## src/rtl/cnn_inference_scheduler_if.sv

```systemverilog
// Requester/response bus for cnn_inference_scheduler.
// master: requesters and result consumer; slave: the scheduler.
interface cnn_inference_scheduler_if #(
    parameter int unsigned NUM_REQ = 4
);
    localparam int unsigned IDW = (NUM_REQ > 1) ? $clog2(NUM_REQ) : 1;

    logic [NUM_REQ-1:0]   req_valid;
    logic [NUM_REQ-1:0]   req_ready;
    logic [NUM_REQ*5-1:0] req_index;
    logic [NUM_REQ-1:0]   req_pipeline;

    logic                 rsp_valid;
    logic                 rsp_ready;
    logic [IDW-1:0]       rsp_id;
    logic [4:0]           rsp_index;
    logic [3:0]           rsp_digit;
    logic                 rsp_timeout;

    modport master (
        output req_valid, req_index, req_pipeline, rsp_ready,
        input  req_ready, rsp_valid, rsp_id, rsp_index, rsp_digit, rsp_timeout
    );

    modport slave (
        input  req_valid, req_index, req_pipeline, rsp_ready,
        output req_ready, rsp_valid, rsp_id, rsp_index, rsp_digit, rsp_timeout
    );
endinterface

```

## src/rtl/cnn_inference_scheduler.sv

```systemverilog
// Shares one MNIST CNN engine among NUM_REQ requesters: round-robin job
// intake into a FIFO, then a sequencer that resets, starts and waits on the
// engine for each job and returns {id, index, digit} on the response port.
// Optional WAIT watchdog: define CNN_SCHED_TIMEOUT_EN.
module cnn_inference_scheduler #(
    parameter int unsigned NUM_REQ        = 4,
    parameter int unsigned FIFO_DEPTH     = 4,
    parameter int unsigned RST_CYCLES     = 2,
    parameter int unsigned TIMEOUT_CYCLES = 4096
) (
    input  logic                     clk,
    input  logic                     resetn,
    cnn_inference_scheduler_if.slave bus,
    output logic                     eng_resetn,
    output logic                     eng_start,
    output logic [4:0]               eng_index,
    output logic                     eng_pipeline,
    input  logic                     eng_done,
    input  logic [3:0]               eng_digit,
    output logic                     busy,
    output logic [15:0]              jobs_done
);
    localparam int unsigned IDW = (NUM_REQ > 1) ? $clog2(NUM_REQ) : 1;
    localparam int unsigned AW  = $clog2(FIFO_DEPTH);
    localparam int unsigned CW  = AW + 1;
    localparam int unsigned RCW = $clog2(RST_CYCLES) + 1;

    localparam bit PARAMS_OK = (NUM_REQ >= 2) && (NUM_REQ <= 8) && (FIFO_DEPTH >= 2) &&
                               ((FIFO_DEPTH & (FIFO_DEPTH - 1)) == 0) && (RST_CYCLES >= 1) &&
                               (TIMEOUT_CYCLES >= 1) && (TIMEOUT_CYCLES <= 65536);
    if (!PARAMS_OK) begin : g_bad_params
        $error("cnn_inference_scheduler: unsupported parameter set");
    end

    typedef struct packed {
        logic [IDW-1:0] id;
        logic [4:0]     index;
        logic           pipeline;
    } job_t;

    typedef enum logic [2:0] {
        S_IDLE, S_ENG_RST, S_ARM, S_START, S_WAIT, S_RESP
    } state_t;

    // FIFO and arbiter state
    job_t           fifo_mem_q [FIFO_DEPTH];
    logic [AW-1:0]  wr_ptr_q, wr_ptr_d, rd_ptr_q, rd_ptr_d;
    logic [CW-1:0]  count_q, count_d;
    logic [IDW-1:0] rr_ptr_q, rr_ptr_d;

    logic [NUM_REQ-1:0] grant_vec;
    logic [IDW-1:0]     grant_id;
    logic               grant_any;
    logic               push, pop;
    job_t               push_job, head_job;

    // Sequencer state and registered outputs
    state_t         state_q;
    logic           internal_rstn_q;
    logic [RCW-1:0] rst_cnt_q;
    job_t           job_q;
    logic           eng_start_q, eng_pipeline_q;
    logic [4:0]     eng_index_q;
    logic           rsp_valid_q;
    logic [IDW-1:0] rsp_id_q;
    logic [4:0]     rsp_index_q;
    logic [3:0]     rsp_digit_q;
    logic [15:0]    jobs_done_q;
`ifdef CNN_SCHED_TIMEOUT_EN
    logic [15:0]    wd_cnt_q;
    logic           rsp_timeout_q;
`endif

    // Round-robin grant: first valid requester at or after rr_ptr, only when FIFO has room
    always_comb begin
        grant_vec = '0;
        grant_id  = '0;
        grant_any = 1'b0;
        if (count_q != CW'(FIFO_DEPTH)) begin
            for (int unsigned k = 0; k < NUM_REQ; k++) begin
                if (!grant_any && bus.req_valid[IDW'((32'(rr_ptr_q) + k) % NUM_REQ)]) begin
                    grant_any = 1'b1;
                    grant_id  = IDW'((32'(rr_ptr_q) + k) % NUM_REQ);
                end
            end
        end
        if (grant_any) begin
            grant_vec[grant_id] = 1'b1;
        end
    end

    assign push              = grant_any;
    assign pop               = (state_q == S_IDLE) && (count_q != '0);
    assign head_job          = fifo_mem_q[rd_ptr_q];
    assign push_job.id       = grant_id;
    assign push_job.index    = bus.req_index[32'(grant_id) * 5 +: 5];
    assign push_job.pipeline = bus.req_pipeline[grant_id];

    // Next-state for FIFO pointers, occupancy and round-robin pointer
    always_comb begin
        wr_ptr_d = push ? wr_ptr_q + AW'(1) : wr_ptr_q;
        rd_ptr_d = pop  ? rd_ptr_q + AW'(1) : rd_ptr_q;
        count_d  = count_q;
        if (push && !pop) begin
            count_d = count_q + CW'(1);
        end else if (!push && pop) begin
            count_d = count_q - CW'(1);
        end
        rr_ptr_d = rr_ptr_q;
        if (grant_any) begin
            rr_ptr_d = (grant_id == IDW'(NUM_REQ - 1)) ? '0 : grant_id + IDW'(1);
        end
    end

    // FIFO bookkeeping registers
    always_ff @(posedge clk or negedge resetn) begin
        if (!resetn) begin
            wr_ptr_q <= '0;
            rd_ptr_q <= '0;
            count_q  <= '0;
            rr_ptr_q <= '0;
        end else begin
            wr_ptr_q <= wr_ptr_d;
            rd_ptr_q <= rd_ptr_d;
            count_q  <= count_d;
            rr_ptr_q <= rr_ptr_d;
        end
    end

    // FIFO storage, written at the tail on each accepted request
    always_ff @(posedge clk or negedge resetn) begin
        if (!resetn) begin
            for (int unsigned i = 0; i < FIFO_DEPTH; i++) begin
                fifo_mem_q[i] <= '0;
            end
        end else if (push) begin
            fifo_mem_q[wr_ptr_q] <= push_job;
        end
    end

    // Job sequencer: engine reset pulse, start pulse, wait for done, hold response
    always_ff @(posedge clk or negedge resetn) begin
        if (!resetn) begin
            state_q         <= S_IDLE;
            internal_rstn_q <= 1'b1;
            rst_cnt_q       <= '0;
            job_q           <= '0;
            eng_start_q     <= 1'b0;
            eng_index_q     <= '0;
            eng_pipeline_q  <= 1'b0;
            rsp_valid_q     <= 1'b0;
            rsp_id_q        <= '0;
            rsp_index_q     <= '0;
            rsp_digit_q     <= '0;
            jobs_done_q     <= '0;
`ifdef CNN_SCHED_TIMEOUT_EN
            wd_cnt_q        <= '0;
            rsp_timeout_q   <= 1'b0;
`endif
        end else begin
            case (state_q)
                S_IDLE: begin
                    if (pop) begin
                        job_q           <= head_job;
                        internal_rstn_q <= 1'b0;
                        rst_cnt_q       <= '0;
                        state_q         <= S_ENG_RST;
                    end
                end
                S_ENG_RST: begin
                    if (rst_cnt_q == RCW'(RST_CYCLES - 1)) begin
                        internal_rstn_q <= 1'b1;
                        eng_index_q     <= job_q.index;
                        eng_pipeline_q  <= job_q.pipeline;
                        state_q         <= S_ARM;
                    end else begin
                        rst_cnt_q <= rst_cnt_q + RCW'(1);
                    end
                end
                S_ARM: begin
                    eng_start_q <= 1'b1;
                    state_q     <= S_START;
                end
                S_START: begin
                    eng_start_q <= 1'b0;
`ifdef CNN_SCHED_TIMEOUT_EN
                    wd_cnt_q    <= '0;
`endif
                    state_q     <= S_WAIT;
                end
                S_WAIT: begin
                    if (eng_done) begin
                        rsp_valid_q   <= 1'b1;
                        rsp_id_q      <= job_q.id;
                        rsp_index_q   <= job_q.index;
                        rsp_digit_q   <= eng_digit;
                        jobs_done_q   <= jobs_done_q + 16'd1;
`ifdef CNN_SCHED_TIMEOUT_EN
                        rsp_timeout_q <= 1'b0;
`endif
                        state_q       <= S_RESP;
                    end
`ifdef CNN_SCHED_TIMEOUT_EN
                    // done has priority over an expiry in the same cycle
                    else if (wd_cnt_q == 16'(TIMEOUT_CYCLES - 1)) begin
                        rsp_valid_q   <= 1'b1;
                        rsp_id_q      <= job_q.id;
                        rsp_index_q   <= job_q.index;
                        rsp_digit_q   <= 4'hF;
                        rsp_timeout_q <= 1'b1;
                        state_q       <= S_RESP;
                    end else begin
                        wd_cnt_q <= wd_cnt_q + 16'd1;
                    end
`endif
                end
                S_RESP: begin
                    if (bus.rsp_ready) begin
                        rsp_valid_q <= 1'b0;
                        state_q     <= S_IDLE;
                    end
                end
                default: state_q <= S_IDLE;
            endcase
        end
    end

    assign bus.req_ready   = grant_vec;
    assign bus.rsp_valid   = rsp_valid_q;
    assign bus.rsp_id      = rsp_id_q;
    assign bus.rsp_index   = rsp_index_q;
    assign bus.rsp_digit   = rsp_digit_q;
`ifdef CNN_SCHED_TIMEOUT_EN
    assign bus.rsp_timeout = rsp_timeout_q;
`else
    assign bus.rsp_timeout = 1'b0;
`endif

    assign eng_resetn   = resetn & internal_rstn_q;
    assign eng_start    = eng_start_q;
    assign eng_index    = eng_index_q;
    assign eng_pipeline = eng_pipeline_q;
    assign busy         = (state_q != S_IDLE) || (count_q != '0);
    assign jobs_done    = jobs_done_q;
endmodule

```

## src/flat_wrapper.sv

```systemverilog
// flat-port wrapper written by rule: the top's interface ports become plain ports
module cnn_inference_scheduler_flat 
#(
    parameter int unsigned NUM_REQ        = 4,
    parameter int unsigned FIFO_DEPTH     = 4,
    parameter int unsigned RST_CYCLES     = 2,
    parameter int unsigned TIMEOUT_CYCLES = 4096
)
  (clk, resetn, eng_resetn, eng_start, eng_index, eng_pipeline, eng_done, eng_digit, busy, jobs_done, bus_req_valid, bus_req_index, bus_req_pipeline, bus_rsp_ready, bus_req_ready, bus_rsp_valid, bus_rsp_id, bus_rsp_index, bus_rsp_digit, bus_rsp_timeout);
  cnn_inference_scheduler_if #(.NUM_REQ(NUM_REQ)) bus_i ();
  input  logic clk;
  input  logic resetn;
  output logic eng_resetn;
  output logic eng_start;
  output logic [4:0] eng_index;
  output logic eng_pipeline;
  input  logic eng_done;
  input  logic [3:0] eng_digit;
  output logic busy;
  output logic [15:0] jobs_done;
  input wire logic [$bits(bus_i.req_valid)-1:0] bus_req_valid;
  input wire logic [$bits(bus_i.req_index)-1:0] bus_req_index;
  input wire logic [$bits(bus_i.req_pipeline)-1:0] bus_req_pipeline;
  input wire logic [$bits(bus_i.rsp_ready)-1:0] bus_rsp_ready;
  output wire logic [$bits(bus_i.req_ready)-1:0] bus_req_ready;
  output wire logic [$bits(bus_i.rsp_valid)-1:0] bus_rsp_valid;
  output wire logic [$bits(bus_i.rsp_id)-1:0] bus_rsp_id;
  output wire logic [$bits(bus_i.rsp_index)-1:0] bus_rsp_index;
  output wire logic [$bits(bus_i.rsp_digit)-1:0] bus_rsp_digit;
  output wire logic [$bits(bus_i.rsp_timeout)-1:0] bus_rsp_timeout;
  assign bus_i.req_valid = bus_req_valid;
  assign bus_i.req_index = bus_req_index;
  assign bus_i.req_pipeline = bus_req_pipeline;
  assign bus_i.rsp_ready = bus_rsp_ready;
  assign bus_req_ready = bus_i.req_ready;
  assign bus_rsp_valid = bus_i.rsp_valid;
  assign bus_rsp_id = bus_i.rsp_id;
  assign bus_rsp_index = bus_i.rsp_index;
  assign bus_rsp_digit = bus_i.rsp_digit;
  assign bus_rsp_timeout = bus_i.rsp_timeout;
  cnn_inference_scheduler #(.NUM_REQ(NUM_REQ), .FIFO_DEPTH(FIFO_DEPTH), .RST_CYCLES(RST_CYCLES), .TIMEOUT_CYCLES(TIMEOUT_CYCLES)) u_core (.clk(clk), .resetn(resetn), .bus(bus_i), .eng_resetn(eng_resetn), .eng_start(eng_start), .eng_index(eng_index), .eng_pipeline(eng_pipeline), .eng_done(eng_done), .eng_digit(eng_digit), .busy(busy), .jobs_done(jobs_done));
endmodule
```

## config.mk

```make
export PLATFORM = sky130hd
export DESIGN_NAME = cnn_inference_scheduler_flat
export DESIGN_NICKNAME = d
export VERILOG_FILES = /design/src/rtl/cnn_inference_scheduler_if.sv /design/src/rtl/cnn_inference_scheduler.sv /design/src/flat_wrapper.sv
export SDC_FILE = /design/constraint.sdc
export NUM_CORES = 1
export LEC_CHECK = 0
export BUFFER_PORTS_ARGS = -buffer_cell sky130_fd_sc_hd__buf_2
export CAP_MARGIN = 20
export CORE_AREA = 2 2 111 113
export CTS_BUF_LIST = sky130_fd_sc_hd__clkbuf_8
export CTS_CLUSTER_SIZE = 12
export DETAILED_ROUTE_END_ITERATION = 7
export DIE_AREA = 0 0 113 115
export PLACE_DENSITY_LB_ADDON = 0.05
export RECOVER_POWER = 25
export SETUP_SLACK_MARGIN = 0.05
export SLEW_MARGIN = 20
export SYNTH_ARGS = -nofsm -noshare
export SYNTH_HDL_FRONTEND = slang
export SYNTH_SLANG_ARGS = --single-unit
```

## constraint.sdc

```tcl
create_clock -name clk -period 3.1 [get_ports clk]
set_clock_uncertainty 0.15 [all_clocks]
set_input_delay 0.155 -clock clk [delete_from_list [all_inputs] [get_ports clk]]
set_output_delay 0.155 -clock clk [all_outputs]
set_load 0.05 [all_outputs]
```

# Yosys cells after proc, flatten, opt, wreduce, memory -nomap -nowiden
# Cells that the tools add are included.
[totals]
input_bits = 36
regBits = 90
output_inout_bits = 42
word_cells = 145
[classes]
n_reduce_logical = 28
n_eq_ne = 13
n_shift = 1
n_bitwise = 3
multipliers = 1
order_cmp = 9
n_addsub = 10
n_mux = 50
[op_table]
columns = ["cell", "count"]
rows = [
  ["$bwmux W32", 1],
  ["$mux W8", 3],
  ["$shiftx A20 B6 Y5", 1],
  ["$mux W1", 18],
  ["$mux W3", 6],
  ["$pmux W3 S6", 1],
  ["$add A16 B1 Y16 const B", 1],
  ["$bmux W8 S2", 1],
  ["$demux W8 S2", 1],
  ["$mux W2", 8],
  ["$lt A2 B3 Y1 const B", 5],
  ["$add A2 B1 Y2 const B", 5],
  ["$bmux W1 S2", 5],
  ["$reduce_and A3 Y1", 3],
  ["$logic_and A1 B1 Y1", 8],
  ["$reduce_bool A2 Y1", 4],
  ["$eq A3 B2 Y1 const B", 2],
  ["$eq A3 B3 Y1 const B", 2],
  ["$ge A3 B3 Y1 const B", 2],
  ["$ne A2 B2 Y1 const B", 3],
  ["$not A2 Y3", 2],
  ["$pmux W1 S2", 3],
  ["$reduce_and A2 Y1", 3],
  ["$reduce_bool A3 Y1", 2],
  ["other kinds (19)", 25],
]

# Depth between registers and ports, before layout
# Gate-level depths: netlist of run 1.
[depth]
ltp_word = 21
mapped_depth = 11
ltp_nobuf = 9

# Worst setup path before layout of run 1
# No wires, ideal clock.
[synth_timing]
path_kind = "reg-to-reg"
from = "register u_core.state_q[2]"
to = "register u_core.count_q[1]"
slack_ns = 0.750
stages_incl_launch_ff = 9
arrival_time_ns = 2.075
required_ns = 2.825
setup_ns = 0.125
cell_sequence = "dfrtp_1 -> clkbuf_1 -> nor4_1 -> buf_2 -> inv_1 -> ha_1 -> inv_1 -> fa_1 -> mux2_2"
[synth_via]
elab_chain_len = 5
word_cells_on_any_way = 7
classes_between = "mux (1); reduce/logical (6)"
[synth_lines]
columns = ["element", "line", "source"]
rows = [
  ["start: declaration", "cnn_inference_scheduler.sv:58", "state_t state_q;"],
  ["start signal: assignment", "cnn_inference_scheduler.sv:144", "state_q <= S_IDLE;"],
  ["start signal: assignment", "cnn_inference_scheduler.sv:167", "state_q <= S_ENG_RST;"],
  ["start signal: assignment", "cnn_inference_scheduler.sv:175", "state_q <= S_ARM;"],
  ["$logic_not A3 Y1", "cnn_inference_scheduler.sv:93", "assign pop = (state_q == S_IDLE) && (count_q != '0);"],
  ["$logic_and A1 B1 Y1", "cnn_inference_scheduler.sv:93", ""],
  ["$logic_not A1 Y1", "cnn_inference_scheduler.sv:104", "if (push && !pop) begin"],
  ["$logic_and A1 B1 Y1", "cnn_inference_scheduler.sv:104", ""],
  ["$mux W3", "cnn_inference_scheduler.sv:104", ""],
  ["named net u_core.count_d[1]", "cnn_inference_scheduler.sv:48", "logic [CW-1:0] count_q, count_d;"],
  ["end signal: assignment", "cnn_inference_scheduler.sv:125", "count_q <= count_d;"],
  ["end: declaration", "cnn_inference_scheduler.sv:48", ""],
]
# The timed path passes the listed nets, and every way through them passes these cells.
# A chain may end at the register's enable or synchronous reset.

# Final worst setup path of run 1
[layout_timing]
from = "register u_core.rr_ptr_q[1]"
to = "output port bus_req_ready[1]"
[layout_via]
elab_chain_len = 21
word_cells_on_any_way = 36
classes_between = "add/sub (3); order compare (2); mux (24); reduce/logical (7)"
[layout_lines]
columns = ["element", "line", "source"]
rows = [
  ["start: declaration", "cnn_inference_scheduler.sv:49", "logic [IDW-1:0] rr_ptr_q, rr_ptr_d;"],
  ["start signal: assignment", "cnn_inference_scheduler.sv:126", "rr_ptr_q <= rr_ptr_d;"],
  ["$bmux W1 S2", "cnn_inference_scheduler.sv:81", "if (!grant_any && bus.req_valid[IDW'((32'(rr_ptr_q) + k) % NUM_REQ)]) begin"],
  ["$mux W1 (not written as such)", "cnn_inference_scheduler.sv:81", ""],
  ["$mux W1", "cnn_inference_scheduler.sv:81", ""],
  ["$mux W1", "cnn_inference_scheduler.sv:79", "if (count_q != CW'(FIFO_DEPTH)) begin"],
  ["$logic_not A1 Y1", "cnn_inference_scheduler.sv:81", ""],
  ["$logic_and A1 B1 Y1", "cnn_inference_scheduler.sv:81", ""],
  ["$mux W1", "cnn_inference_scheduler.sv:81", ""],
  ["$mux W1", "cnn_inference_scheduler.sv:79", ""],
  ["[6 not listed]", "--", ""],
  ["$mux W2 *", "cnn_inference_scheduler.sv:81", ""],
  ["$mux W2 *", "cnn_inference_scheduler.sv:79", ""],
  ["named net u_core.grant_id[0]", "cnn_inference_scheduler.sv:52", "logic [IDW-1:0] grant_id;"],
  ["$lt A2 B3 Y1 (not written as such) / $ge A2 B1 Y1 (equally long branches)", "cnn_inference_scheduler.sv:88", "grant_vec[grant_id] = 1'b1;"],
  ["$logic_and A1 B1 Y1 (not written as such)", "cnn_inference_scheduler.sv:88", ""],
  ["$mux W1 (not written as such)", "cnn_inference_scheduler.sv:88", ""],
  ["$demux W1 S2 *", "--", ""],
  ["$mux W4 *", "cnn_inference_scheduler.sv:87", "if (grant_any) begin"],
  ["end: declaration", "flat_wrapper.sv:25", "output wire logic [$bits(bus_i.req_ready)-1:0] bus_req_ready;"],
]
# Mark *: on every way through the listed nets, which the timed path passes. The rest lies on a longest branch. The select of a mux whose other input is x is not followed.

==> results of run 1 <==
## logic make-up (layout without fill, tap and decap cells)
kind of cell / after synthesis / in the layout / synth area share, %
adders and majority gates: 12 / 12 / 3.402
and+or+nand+nor: 110 / 110 / 13.90
buffers and inverters: 36 / 126 / 4.590
DFF: 90 / 90 / 48.62
muxes: 43 / 43 / 12.37
other: 1 / 1 / 0.08092
AOI/OAI and AO/OA: 89 / 89 / 13.07
xor gates and xnor gates: 21 / 21 / 3.969
## what timing repair did
action / 4_1_cts / 5_1_grt
endpoints found under the hold margin: 46 / 0
setup endpoints to repair: 4 / 4
hold buffers: 8 / 0
resized for setup: 2 / 2
## registers in the layout, indices dropped and copies added, names as in the netlist, 2 cells and up
| signal | flops |
|---|---|
| u_core.bus.rsp_id | 2 |
| u_core.bus.rsp_index | 5 |
| u_core.count_q | 3 |
| u_core.bus.rsp_digit | 4 |
| u_core.fifo_mem_q | 32 |
| u_core.job_q | 8 |
| u_core.rr_ptr_q | 2 |
| u_core.eng_index | 5 |
| u_core.wr_ptr_q | 2 |
| u_core.rst_cnt_q | 2 |
| u_core.state_q | 3 |
| u_core.rd_ptr_q | 2 |
| u_core.jobs_done | 16 |
## metal layers
metal | track usage [%] | share of wire [%] | wire (um)
met4 | 7.561 | 1.5 | 159
met2 | 26.99 | 45 | 4670
met3 | 3.110 | 5.0 | 514
met1 | 23.75 | 48 | 4999
met5 | 0 | 0 | 0
## report_power, final
part	internal [mW]	total, mW	switching (mW)
sequential	1.66	2.05	0.383
clock	0.577	0.993	0.416
combinational	1.14	2.92	1.78
## worst register-to-register path, stage by stage (launching register included)
cell,delay [ns]
sky130_fd_sc_hd__dfrtp_1,0.42
sky130_fd_sc_hd__or3b_4,0.39
sky130_fd_sc_hd__nand2_8,0.15
sky130_fd_sc_hd__inv_2,0.14
sky130_fd_sc_hd__ha_1,0.19
sky130_fd_sc_hd__inv_1,0.06
sky130_fd_sc_hd__fa_1,0.43
sky130_fd_sc_hd__xor2_1,0.17
sky130_fd_sc_hd__nor2_1,0.11
sky130_fd_sc_hd__xor2_1,0.16
## per-stage QoR
step | cell area, sq um | hold slack (ns) | setup slack (ns) | util, % | instances
after floorplan | 4634 | -0.2906 | 0.7501 | - | 402
after global placement | 5126 | 0.01890 | 0.3931 | 43.40 | 615
after detailed placement | 5126 | 0.01601 | 0.2604 | 43.40 | 615
after CTS | 5470 | 0.02453 | 0.1671 | 46.31 | 639
after global routing | 5479 | 0.04879 | 0.1575 | 46.39 | 639
final | 5479 | 0.04656 | 0.3413 | 46.39 | 639
## path summary, 6_finish.rpt
path / start / to / slack [ns] / cells after the start
setup reg to reg: u_core.count_q[2] / u_core.count_q[2] / 0.66 / 9
min in group asynchronous: resetn / u_core.bus.rsp_digit[2] / 0.15 / 2
hold / removal: bus_req_index[11] / u_core.fifo_mem_q[18] / 0.05 / 4
hold reg to reg: u_core.jobs_done[15] / u_core.jobs_done[15] / 0.32 / 1
setup / recovery: u_core.rr_ptr_q[1] / bus_req_ready[1] / 0.34 / 7
max in group asynchronous: resetn / u_core.jobs_done[4] / 1.36 / 3
## layout make-up
cell class	instances	area (sq um)
Fill cell	1148	6332
Sequential cell	90	2253
Multi-Input combinational cell	276	2198
Timing Repair Buffer	93	526.8
Tap cell	147	183.9
Clock buffer	11	151.4
Clock inverter	5	101.3
Inverter	17	63.81
## synth_stat cells, types with 2 or more instances
cell type	instances	share of area, %
sky130_fd_sc_hd__buf_2	4	0.43
sky130_fd_sc_hd__nor3_1	2	0.22
sky130_fd_sc_hd__inv_2	2	0.16
sky130_fd_sc_hd__o21ai_1	24	2.6
sky130_fd_sc_hd__and3_1	7	0.94
sky130_fd_sc_hd__xor2_1	6	1.1
sky130_fd_sc_hd__buf_4	6	0.97
sky130_fd_sc_hd__buf_6	4	0.97
sky130_fd_sc_hd__and2_1	2	0.27
sky130_fd_sc_hd__nor4_1	3	0.41
sky130_fd_sc_hd__a21o_1	4	0.65
sky130_fd_sc_hd__a21oi_1	7	0.76
sky130_fd_sc_hd__a221o_1	2	0.43
sky130_fd_sc_hd__a31oi_1	3	0.41
sky130_fd_sc_hd__mux2_2	34	8.3
sky130_fd_sc_hd__dfrtp_1	89	48
sky130_fd_sc_hd__nand4_1	2	0.27
sky130_fd_sc_hd__nor4_2	10	2.7
sky130_fd_sc_hd__nand2_1	50	4.0
sky130_fd_sc_hd__nor2b_1	3	0.41
sky130_fd_sc_hd__o21ai_0	11	1.2
sky130_fd_sc_hd__ha_1	11	3.0
sky130_fd_sc_hd__nand3_1	8	0.86
sky130_fd_sc_hd__clkbuf_1	3	0.24
sky130_fd_sc_hd__inv_1	15	1.2
sky130_fd_sc_hd__a22oi_1	24	3.9
sky130_fd_sc_hd__o31a_1	5	0.94
sky130_fd_sc_hd__nand3_2	4	0.86
sky130_fd_sc_hd__nor2_1	7	0.57
sky130_fd_sc_hd__xnor2_1	15	2.8
sky130_fd_sc_hd__mux4_2	8	3.9
sky130_fd_sc_hd__nand2b_1	3	0.41
==> Flow_metrics.wiki, run 1 <==
{| class="wikitable"
! Metric !! Value
|-
| Class of the most critical hold timing path || primary input to flip-flop
|-
| Final setup TNS || 0 ns
|-
| Yosys Warn Count || 0
|-
| H-tree depth reported by CTS || 3
|-
| Standard cell core area || 0.01181 sq mm
|-
| Pins Over Slew Limit || 0
|-
| Cell-by-cell trace of the critical path || mux2_2 -> o21ai_4 -> or3_4 -> inv_2 -> ha_1 -> and3_1 -> buf_2
|-
| Setup fix buffers added after clock tree synthesis || 0
|-
| First-pass GRT wire length || 17510 um
|-
| Number of enable flip-flop cells after synthesis || 0
|-
| Initial antenna violation count || 0
|-
| Most common cell after layout, fill and taps aside || sky130_fd_sc_hd__dfrtp_1
|-
| Data required time of the critical path || 2.79 ns
|-
| Lkg Pwr || 2.623 nW
|-
| Fraction of final layout cells with drive strength greater than 1 || 34.96%
|-
| Unique cell type count in the Yosys netlist || 56
|-
| Sequential-to-total area share from yosys stat || 48.62%
|-
| Worst path arrival time || 2.45 ns
|-
| Final Hold Fails || 0
|-
| Setup repair after global routing missed its margin || false
|-
| Peak supply drop || 490.5 uV
|-
| Cell count after synthesis || 402
|-
| Transition time at the pin with the least slew margin || 1.013 ns
|-
| TritonCTS clock tree || done
|-
| Max-capacitance violation count || 0
|-
| Wire per inst || 16.19 um
|-
| Router iterations before antenna repair || 6
|-
| Global placer's final weighted congestion || 0.7633
|-
| Total Die Area || 0.01300 sq mm
|-
| Clock slew at reported path FFs || 0.09 ns
|-
| Highest net fanout along the worst path || 13
|-
| Initial core utilization || 39.24%
|-
| Cell Rows || 40
|-
| Failing checks || design-rule violations
|-
| Library cell contributing the largest single delay on the critical path || sky130_fd_sc_hd__dfrtp_1
|-
| PD cells || 1087 mW/mm^2
|-
| Total power draw || 5.957 mW
|-
| Period utilization || 88.99%
|-
| Top Family by Delay on Critical Path || flip-flops
|-
| Detailed-route vias per instance || 5.182
|-
| Area grow syn2layout || 18.22%
|-
| FF+latch count, synth || 90
|-
| Tightest slew margin relative to the limit || 32.47%
|-
| Drt drc || 7
|-
| Post-synthesis instance area || 0.004634 sq mm
|-
| Synthesized area divided by synthesized cell count || 11.53 sq um
|-
| Number of I/O port buffers || 76
|-
| Grt total ovfl || 0
|-
| Wirelength, routed || 10340 um
|-
| Critical Path Max Stage Delay || 0.45 ns
|-
| Max clock buf depth || 2
|-
| Die Width || 113 um
|-
| DRT iter0 DRCs || 200
|-
| Critical path type || flip-flop to output pin
|-
| Worst path bufs/invs || 2
|-
| Vias after detailed routing || 3311
|-
| # diodes || 0
|-
| Final setup violation count || 0
|-
| Min cycle time layout || 2.759 ns
|-
| Worst setup SP type || flip-flop
|-
| Critical path endpoint category || output pin
|-
| Net count after synthesis || 450
|-
| Largest net degree at the start of global routing || 41
|-
| Clk Latency, worst-skew pair || 0.37 ns
|-
| Clock buffers created by TritonCTS || 9
|-
| Net count of the finished layout || 535
|-
| Hpwl dp || 7406 um
|-
| Result of the run || finished, violations left
|-
| Number of global-route vias before repair || 3360
|-
| Number of ports placed on the die boundary || 78
|-
| Antenna Nets Post-Route || 0
|-
| Chip height || 115 um
|-
| Upper clock frequency limit || 362.5 MHz
|-
| Overall Global Routing Usage || 17.27%
|-
| Commonest cells after routing, fill and taps aside || sky130_fd_sc_hd__dfrtp_1 (89), sky130_fd_sc_hd__buf_2 (75), sky130_fd_sc_hd__nand2_1 (50)
|-
| Clock sink total || 90
|-
| Commonest register cell after synthesis || sky130_fd_sc_hd__dfrtp_1
|-
| Async set-reset flop share out of synthesis || 100.0%
|-
| Cell at the root of the clock tree || sky130_fd_sc_hd__clkbuf_8
|}
Power figures use the tool's default switching activity.
==> run 2: changes to the inputs <==
- ABC_AREA: unset -> 1
- CORE_AREA: 2 2 111 113 -> 2 2 112 114
- DIE_AREA: 0 0 113 115 -> 0 0 114 116
- SLEW_MARGIN: 20 -> 10
- clock period: 3.1 -> 2.3 ns (I/O delays scaled with it)
==> run 2 against run 1 <==
Net effect:
- the flow finishes with violations (negative setup slack)
- worst hold slack got worse by 0.025 ns
- global-route usage fell by 1.0 points
- sequential share of layout area fell by 4.1 points
- first-iteration DRC count rose by 14%
- sequential cell count did not move
- clock-buffer cell count fell by 1
==> Flow_metrics.wiki, run 2 <==
{| class="wikitable"
! Metric !! Value
|-
| Dominant cell by count in the synthesized netlist || sky130_fd_sc_hd__nand2_1
|-
| Number of cell instances on the worst register-to-register path || 15 (+6)
|-
| Cell at the root of the clock tree || sky130_fd_sc_hd__clkbuf_8
|-
| Commonest cells after routing, fill and taps aside || sky130_fd_sc_hd__nand2_1 (146), sky130_fd_sc_hd__dfrtp_1 (87), sky130_fd_sc_hd__buf_2 (71)
|-
| Max-capacitance violation count || 0 (unchanged)
|-
| Critical Path Max Stage Delay || 0.45 ns (about the same)
|-
| Clock slew at reported path FFs || 0.09 ns (about the same)
|-
| Post-synthesis instance area || 0.004668 sq mm (+0.73%)
|-
| Die Width || 114 um (+0.88%)
|-
| Transition time at the pin with the least slew margin || 1.229 ns (+0.2155 ns)
|-
| Worst hold path cell count || 4 (unchanged)
|-
| Result of the run || finished, violations left
|-
| TritonCTS clock tree || done
|-
| Post-Layout Inst Area || 0.006090 sq mm (+11%)
|-
| Area grow syn2layout || 30.45%
|-
| Max clock buf depth || 2 (unchanged)
|-
| Router iterations before antenna repair || 6 (unchanged)
|-
| Synth top area share || 47.71% (-0.35 points)
|-
| Sequential-to-total area share from yosys stat || 48.27% (-0.35 points)
|-
| Min cycle time layout || 2.574 ns
|-
| # diodes || 0 (unchanged)
|-
| Failing checks || negative setup slack
|-
| Critical path endpoint category || output pin
|-
| Yosys Warn Count || 0 (unchanged)
|-
| Cell area after placement || 0.005383 sq mm (+5.0%)
|-
| Drt drc || 0 (-7)
|-
| Wirelength, routed || 10590 um (+2.4%)
|-
| Grt total ovfl || 0 (unchanged)
|-
| Largest net degree at the start of global routing || 91 (+120%)
|-
| Total Die Area || 0.01322 sq mm (+1.8%)
|-
| Setup slack of the critical path after layout || -0.2738 ns (-0.6151 ns)
|-
| Library cell occupying the most area in the post-synthesis netlist || sky130_fd_sc_hd__dfrtp_1
|-
| Final setup violation count || 16 (+16)
|-
| Unique cell type count in the Yosys netlist || 34 (-39%)
|-
| WP depth || 17 (+10)
|-
| Standard cell core area || 0.01191 sq mm (+0.85%)
|-
| Data required time of the critical path || 2.04 ns (-0.75 ns)
|-
| Vias after detailed routing || 3924 (+19%)
|-
| Pins Over Slew Limit || 0 (unchanged)
|-
| Synthesized area divided by synthesized cell count || 8.176 sq um (-29%)
|-
| Clock sink total || 90 (unchanged)
|-
| Clock buffers created by TritonCTS || 9 (unchanged)
|-
| Top register by number of flip-flops || u_core.fifo_mem_q
|-
| Flip-flop count of the largest register after layout || 32 (unchanged)
|-
| Critical path type || flip-flop to output pin
|-
| Period utilization || 111.9%
|-
| Antenna Nets Post-Route || 0 (unchanged)
|-
| Number of ports placed on the die boundary || 78 (unchanged)
|-
| Cell count after synthesis || 571 (+42%)
|-
| Initial core utilization || 39.19% (-0.046 points)
|-
| Cell-by-cell trace of the critical path || buf_12 -> clkinv_8 -> nand2_4 -> nand2_4 -> buf_6 -> nand2_2 -> nand2_2 -> nand2_2 -> nand2_2 -> nand2_2 -> nand2_4 -> nand2_8 -> inv_8 -> ha_4 -> inv_2 -> nor2_2 -> buf_6
|-
| Clk Latency, worst-skew pair || 0.37 ns (about the same)
|-
| First-pass GRT wire length || 17280 um (-1.3%)
|-
| Upper clock frequency limit || 388.5 MHz
|-
| Worst setup SP type || flip-flop
|-
| Dominant cell type by count on the critical path || sky130_fd_sc_hd__nand2_2
|-
| Net count of the finished layout || 736 (+38%)
|-
| Fraction of final layout cells with drive strength greater than 1 || 33.62% (-1.3 points)
|-
| Worst path arrival time || 2.31 ns (-0.14 ns)
|-
| Tightest slew margin relative to the limit || 18.10% (-14 points)
|-
| Minimum setup slack after placement || -0.1226 ns (-0.3830 ns)
|-
| Hpwl dp || 7172 um (-3.2%)
|-
| Async set-reset flop share out of synthesis || 100.0% (unchanged)
|-
| Setup repair after global routing missed its margin || true
|-
| Cells taking the most area after synthesis || sky130_fd_sc_hd__dfrtp_1 (48%), sky130_fd_sc_hd__nand2_1 (14%), sky130_fd_sc_hd__inv_1 (5.5%), sky130_fd_sc_hd__o21ai_0 (5.1%), sky130_fd_sc_hd__nor2_1 (4.0%)
|-
| Top Family by Delay on Critical Path || simple AND/OR/NAND/NOR gates
|-
| Number of enable flip-flop cells after synthesis || 0 (unchanged)
|-
| Number of I/O port buffers || 76 (unchanged)
|-
| Overall Global Routing Usage || 16.27% (-1.0 points)
|-
| DRT iter0 DRCs || 227 (+14%)
|-
| Net count after synthesis || 619 (+38%)
|-
| Highest net fanout along the worst path || 5 (-8)
|-
| Most common cell after layout, fill and taps aside || sky130_fd_sc_hd__nand2_1
|-
| Worst path bufs/invs || 6 (+4)
|-
| Filler cell count || 1189 (+3.6%)
|-
| Wire per inst || 12.61 um (-22%)
|-
| Detailed-route vias per instance || 4.671 (-9.8%)
|-
| Chip height || 116 um (+0.87%)
|-
| Library cell contributing the largest single delay on the critical path || sky130_fd_sc_hd__dfrtp_2
|-
| Cell Rows || 40 (unchanged)
|-
| Commonest register cell after synthesis || sky130_fd_sc_hd__dfrtp_1
|-
| Final Hold Fails || 0 (unchanged)
|-
| Final setup TNS || -1.362 ns (-1.362 ns)
|-
| Global placer's final weighted congestion || 0.7722 (+1.2%)
|-
| H-tree depth reported by CTS || 3 (unchanged)
|-
| FF+latch count, synth || 90 (unchanged)
|-
| Most numerous cell types in the synthesized netlist || sky130_fd_sc_hd__nand2_1 (170), sky130_fd_sc_hd__dfrtp_1 (89), sky130_fd_sc_hd__inv_1 (69)
|-
| Class of the most critical hold timing path || primary input to flip-flop
|-
| Initial antenna violation count || 0 (unchanged)
|-
| Number of global-route vias before repair || 3827 (+14%)
|}
-- run 2: changes by cell type after synthesis, sizes merged, moves of 24 or more --
cell	delta
mux2	-28
nor2	+46
nand3	+31
a22oi	-24
inv	+56
nand2	+136
-- run 2: worst reg2reg max path, stage by stage, from the launching register on --
cell and delay (ns):
sky130_fd_sc_hd__dfrtp_2 0.42, sky130_fd_sc_hd__buf_12 0.14, sky130_fd_sc_hd__clkinv_8 0.07, sky130_fd_sc_hd__nand2_4 0.07, sky130_fd_sc_hd__nand2_4 0.07, sky130_fd_sc_hd__nand2_4 0.07, sky130_fd_sc_hd__nand2_2 0.06, sky130_fd_sc_hd__nor2_4 0.10
sky130_fd_sc_hd__nand3_2 0.10, sky130_fd_sc_hd__nand2_4 0.10, sky130_fd_sc_hd__clkinv_4 0.06, sky130_fd_sc_hd__buf_6 0.11, sky130_fd_sc_hd__ha_4 0.15, sky130_fd_sc_hd__inv_4 0.05, sky130_fd_sc_hd__fa_2 0.42, sky130_fd_sc_hd__mux2_4 0.27
-- run 2: stage by stage --
stage / hold slack [ns] / utilization (%) / std cells
final: 0.02171 / 51.12 / 840
after global routing: 0.04029 / 51.12 / 840
after CTS: 0.006917 / 48.64 / 834
after detailed placement: 0.06839 / 45.19 / 803
after global placement: 0.07330 / 45.19 / 803
after floorplan: -0.3306 / - / 571
-- run 2: what timing repair did --
item / CTS / global route
pin swaps: 10 / 30
setup buffers: 8 / 7
endpoints found under the setup margin: 30 / 31
cloned: 1 / 1
resized for setup: 32 / 66
hold endpoints to repair: 95 / 0
hold buffers: 6 / 0
-- run 2: kinds of logic (layout without fill, tap and decap cells) --
| family | Yosys count | after routing | synth area share, % |
|---|---|---|---|
| buffers and inverters | 94 | 216 | 8.925 |
| DFF | 90 | 90 | 48.27 |
| and+or+nand+nor | 287 | 287 | 26.96 |
| other | 1 | 1 | 0.08033 |
| adders and majority gates | 12 | 12 | 3.377 |
| muxes | 6 | 6 | 1.447 |
| AOI/OAI and AO/OA | 62 | 62 | 7.371 |
| xor gates and xnor gates | 19 | 19 | 3.565 |
-- run 2: final timing paths --
kind	startpoint	slack, ns	end
min in group asynchronous	resetn	0.55	u_core.state_q[0]
max in group asynchronous	resetn	0.61	u_core.rr_ptr_q[0]
hold reg to reg	u_core.jobs_done[15]	0.32	u_core.jobs_done[15]
setup / recovery	u_core.rr_ptr_q[0]	-0.27	bus_req_ready[3]
setup reg to reg	u_core.rr_ptr_q[0]	-0.21	u_core.count_q[1]
hold / removal	eng_done	0.02	u_core.jobs_done[2]
-- run 2: cell type report --
| type | instances | area [sq um] | area share, % |
|---|---|---|---|
| Multi-Input combinational cell | 387 | 2291 | 37.62 |
| Sequential cell | 90 | 2256 | 37.05 |
| Timing Repair Buffer | 125 | 847.1 | 13.91 |
| Inverter | 74 | 315.3 | 5.178 |
| Tap cell | 147 | 183.9 | 3.020 |
| Clock buffer | 10 | 137.6 | 2.260 |
| Clock inverter | 6 | 50.05 | 0.8219 |
| Timing Repair inverter | 1 | 8.758 | 0.1438 |
-- run 2: routing by layer --
| layer | GRT usage [%] | up-vias | wire length, um |
|---|---|---|---|
| li1 | - | 2014 | - |
| met1 | 20.95 | 1796 | 4979 |
| met2 | 27.26 | 92 | 4952 |
| met3 | 2.720 | 22 | 434 |
| met4 | 6.992 | 0 | 223 |
| met5 | 0 | - | 0 |
Power of run 2 is left out: the tool's default activity adds up to more than one toggle a clock period on the data nets, which glitch-free logic cannot reach.
==> run 3: changes to the inputs <==
- CTS_BUF_LIST: sky130_fd_sc_hd__clkbuf_8 -> unset
==> run 3 against run 2 <==
Net effect:
- the flow still finishes with violations (negative setup slack)
- fmax grew 2.4%
- design area grew 0.60%
- die area is the same
- critical path type is now flip-flop to flip-flop
- highest routed layer unchanged
==> Flow_metrics.wiki, run 3 (same netlist as run 2, synthesis figures left out) <==
{| class="wikitable"
! Metric !! Value
|-
| Wire per inst || 12.20 um (-3.3%)
|-
| Flip-flop count of the largest register after layout || 32 (unchanged)
|-
| Clock slew at reported path FFs || 0.07 ns (-0.02 ns)
|-
| Pins Over Slew Limit || 0 (unchanged)
|-
| Upper clock frequency limit || 397.7 MHz (+2.4%)
|-
| Transition time at the pin with the least slew margin || 1.234 ns (+0.005493 ns)
|-
| Core Util, Final || 51.43% (+0.30 points)
|-
| H-tree depth reported by CTS || 3 (unchanged)
|-
| Tightest slew margin relative to the limit || 17.73% (-0.37 points)
|-
| Result of the run || finished, violations left
|-
| First-pass GRT wire length || 17370 um (+0.52%)
|-
| Initial core utilization || 39.19% (unchanged)
|-
| Number of global-route vias before repair || 3839 (+0.31%)
|-
| Most common cell after layout, fill and taps aside || sky130_fd_sc_hd__nand2_1
|-
| Standard cell core area || 0.01191 sq mm (unchanged)
|-
| Class of the most critical hold timing path || primary input to flip-flop
|-
| Cell at the root of the clock tree || sky130_fd_sc_hd__clkbuf_16
|-
| Hpwl dp || 7172 um (unchanged)
|-
| Die Width || 114 um (unchanged)
|-
| Top register by number of flip-flops || u_core.fifo_mem_q
|-
| TritonCTS clock tree || done
|-
| Number of I/O port buffers || 76 (unchanged)
|-
| Net count of the finished layout || 737 (+0.14%)
|-
| Number of ports placed on the die boundary || 78 (unchanged)
|-
| Detailed-route vias per instance || 4.667 (about the same)
|-
| Area grow syn2layout || 31.22%
|-
| Final setup violation count || 7 (-9)
|-
| DRT iter0 DRCs || 197 (-13%)
|-
| Clk Latency, worst-skew pair || 0.34 ns (-0.03 ns)
|-
| Max-capacitance violation count || 0 (unchanged)
|-
| Fraction of final layout cells with drive strength greater than 1 || 33.14% (-0.48 points)
|-
| Setup slack of the critical path after layout || -0.2143 ns (+0.05950 ns)
|-
| Setup repair after global routing missed its margin || true
|-
| Vias after detailed routing || 3925 (+0.025%)
|-
| Grt total ovfl || 0 (unchanged)
|-
| Number of standard cells in the final layout excluding fillers || 841 (+0.12%)
|-
| Min cycle time layout || 2.514 ns (-0.05950 ns)
|-
| Drt drc || 0 (unchanged)
|-
| Filler cell count || 1178 (-0.93%)
|-
| Critical path type || flip-flop to flip-flop
|-
| Failing checks || negative setup slack
|-
| # diodes || 0 (unchanged)
|-
| Total instance count after detailed placement || 803 (unchanged)
|-
| Initial antenna violation count || 0 (unchanged)
|-
| Antenna Nets Post-Route || 0 (unchanged)
|-
| Global placer's final weighted congestion || 0.7722 (unchanged)
|-
| Highest net fanout along the worst path || 5 (unchanged)
|-
| Cell Rows || 40 (unchanged)
|-
| Clock buffers created by TritonCTS || 9 (unchanged)
|-
| Router iterations before antenna repair || 4 (-2)
|-
| Worst setup SP type || flip-flop
|-
| Worst path arrival time || 2.59 ns (+0.28 ns)
|-
| Wirelength, routed || 10260 um (-3.2%)
|-
| Max clock buf depth || 2 (unchanged)
|-
| Chip height || 116 um (unchanged)
|-
| Commonest cells after routing, fill and taps aside || sky130_fd_sc_hd__nand2_1 (148), sky130_fd_sc_hd__dfrtp_1 (87), sky130_fd_sc_hd__buf_2 (71)
|-
| Data required time of the critical path || 2.38 ns (+0.34 ns)
|-
| Largest net degree at the start of global routing || 91 (unchanged)
|-
| Overall Global Routing Usage || 16.40% (+0.12 points)
|-
| Period utilization || 109.3% (-2.6 points)
|-
| Critical path endpoint category || flip-flop
|-
| Total Die Area || 0.01322 sq mm (unchanged)
|-
| Clock sink total || 90 (unchanged)
|-
| Final Hold Fails || 0 (unchanged)
|}
run 3: cell count changes in the layout (fill, tap and decap cells not counted), sizes merged:
cell / delta
buf: +2
clkbuf: -1
run 3: layout make-up:
cell class | instances | area (sq um) | share of cell area (%)
tap | 147 | 183.9 | 3.002
timing repair buffer | 126 | 824.5 | 13.46
multi-input combinational | 387 | 2253 | 36.79
clock inverter | 6 | 50.05 | 0.8170
clock buffer | 10 | 239.0 | 3.901
sequential | 90 | 2256 | 36.83
timing repair inverter | 1 | 6.256 | 0.1021
inverter | 74 | 312.8 | 5.106
run 3: routing by layer:
metal  track usage (%)  up-vias  wire, um
met5                 0        -         0
met4             6.992        0       181
met3             2.720       15       471
met2             27.30       96      4711
met1             21.29     1796      4891
li1                  -     2018         -
run 3: critical path, stage by stage, from the launching register on:
cell and delay [ns]:
sky130_fd_sc_hd__dfrtp_2 0.40, sky130_fd_sc_hd__buf_6 0.15, sky130_fd_sc_hd__clkinv_8 0.07, sky130_fd_sc_hd__nand2_2 0.06, sky130_fd_sc_hd__nand2_2 0.06, sky130_fd_sc_hd__nand2_2 0.07
sky130_fd_sc_hd__nand2_2 0.06, sky130_fd_sc_hd__nor2_4 0.12, sky130_fd_sc_hd__nand3_2 0.10, sky130_fd_sc_hd__nand2_4 0.09, sky130_fd_sc_hd__clkinv_4 0.05, sky130_fd_sc_hd__buf_6 0.11
sky130_fd_sc_hd__ha_4 0.15, sky130_fd_sc_hd__inv_4 0.05, sky130_fd_sc_hd__fa_2 0.42, sky130_fd_sc_hd__mux2_4 0.27
run 3: path summary, 6_finish.rpt:
check,startpoint,to,slack [ns],cells past startpoint
min reg2reg,u_core.jobs_done[15],u_core.jobs_done[15],0.32,1
max reg2reg,u_core.rr_ptr_q[0],u_core.count_q[1],-0.21,15
max,u_core.rr_ptr_q[0],u_core.count_q[1],-0.21,15
max in group asynchronous,resetn,u_core.rr_ptr_q[0],0.55,3
min,eng_done,u_core.jobs_done[2],0.06,4
min in group asynchronous,resetn,u_core.state_q[0],0.59,3
run 3: metrics by stage:
stage          TNS [ns]  hold slack [ns]  setup slack (ns)  area, sq um
2_1_floorplan   -0.2698          -0.3306           -0.1568         4715
3_3_place_gp    -0.4412          0.07330          -0.06698         5383
3_5_place_dp     -1.834          0.06839           -0.1226         5383
4_1_cts         -0.6702          0.04751           -0.1694         5914
5_1_grt          -4.480          0.08238           -0.2989         6126
6_report         -1.040          0.05654           -0.2143         6126
run 3: what timing repair did:
action                                  4_1_cts  5_1_grt
pin swaps                                    13       28
gates resized for setup                      36       52
hold endpoints to repair                     94        0
cloned                                        1        0
buffers inserted                             10        6
hold buffers                                  6        0
endpoints found under the setup margin       31       32
Power of run 3 is left out for the same reason.
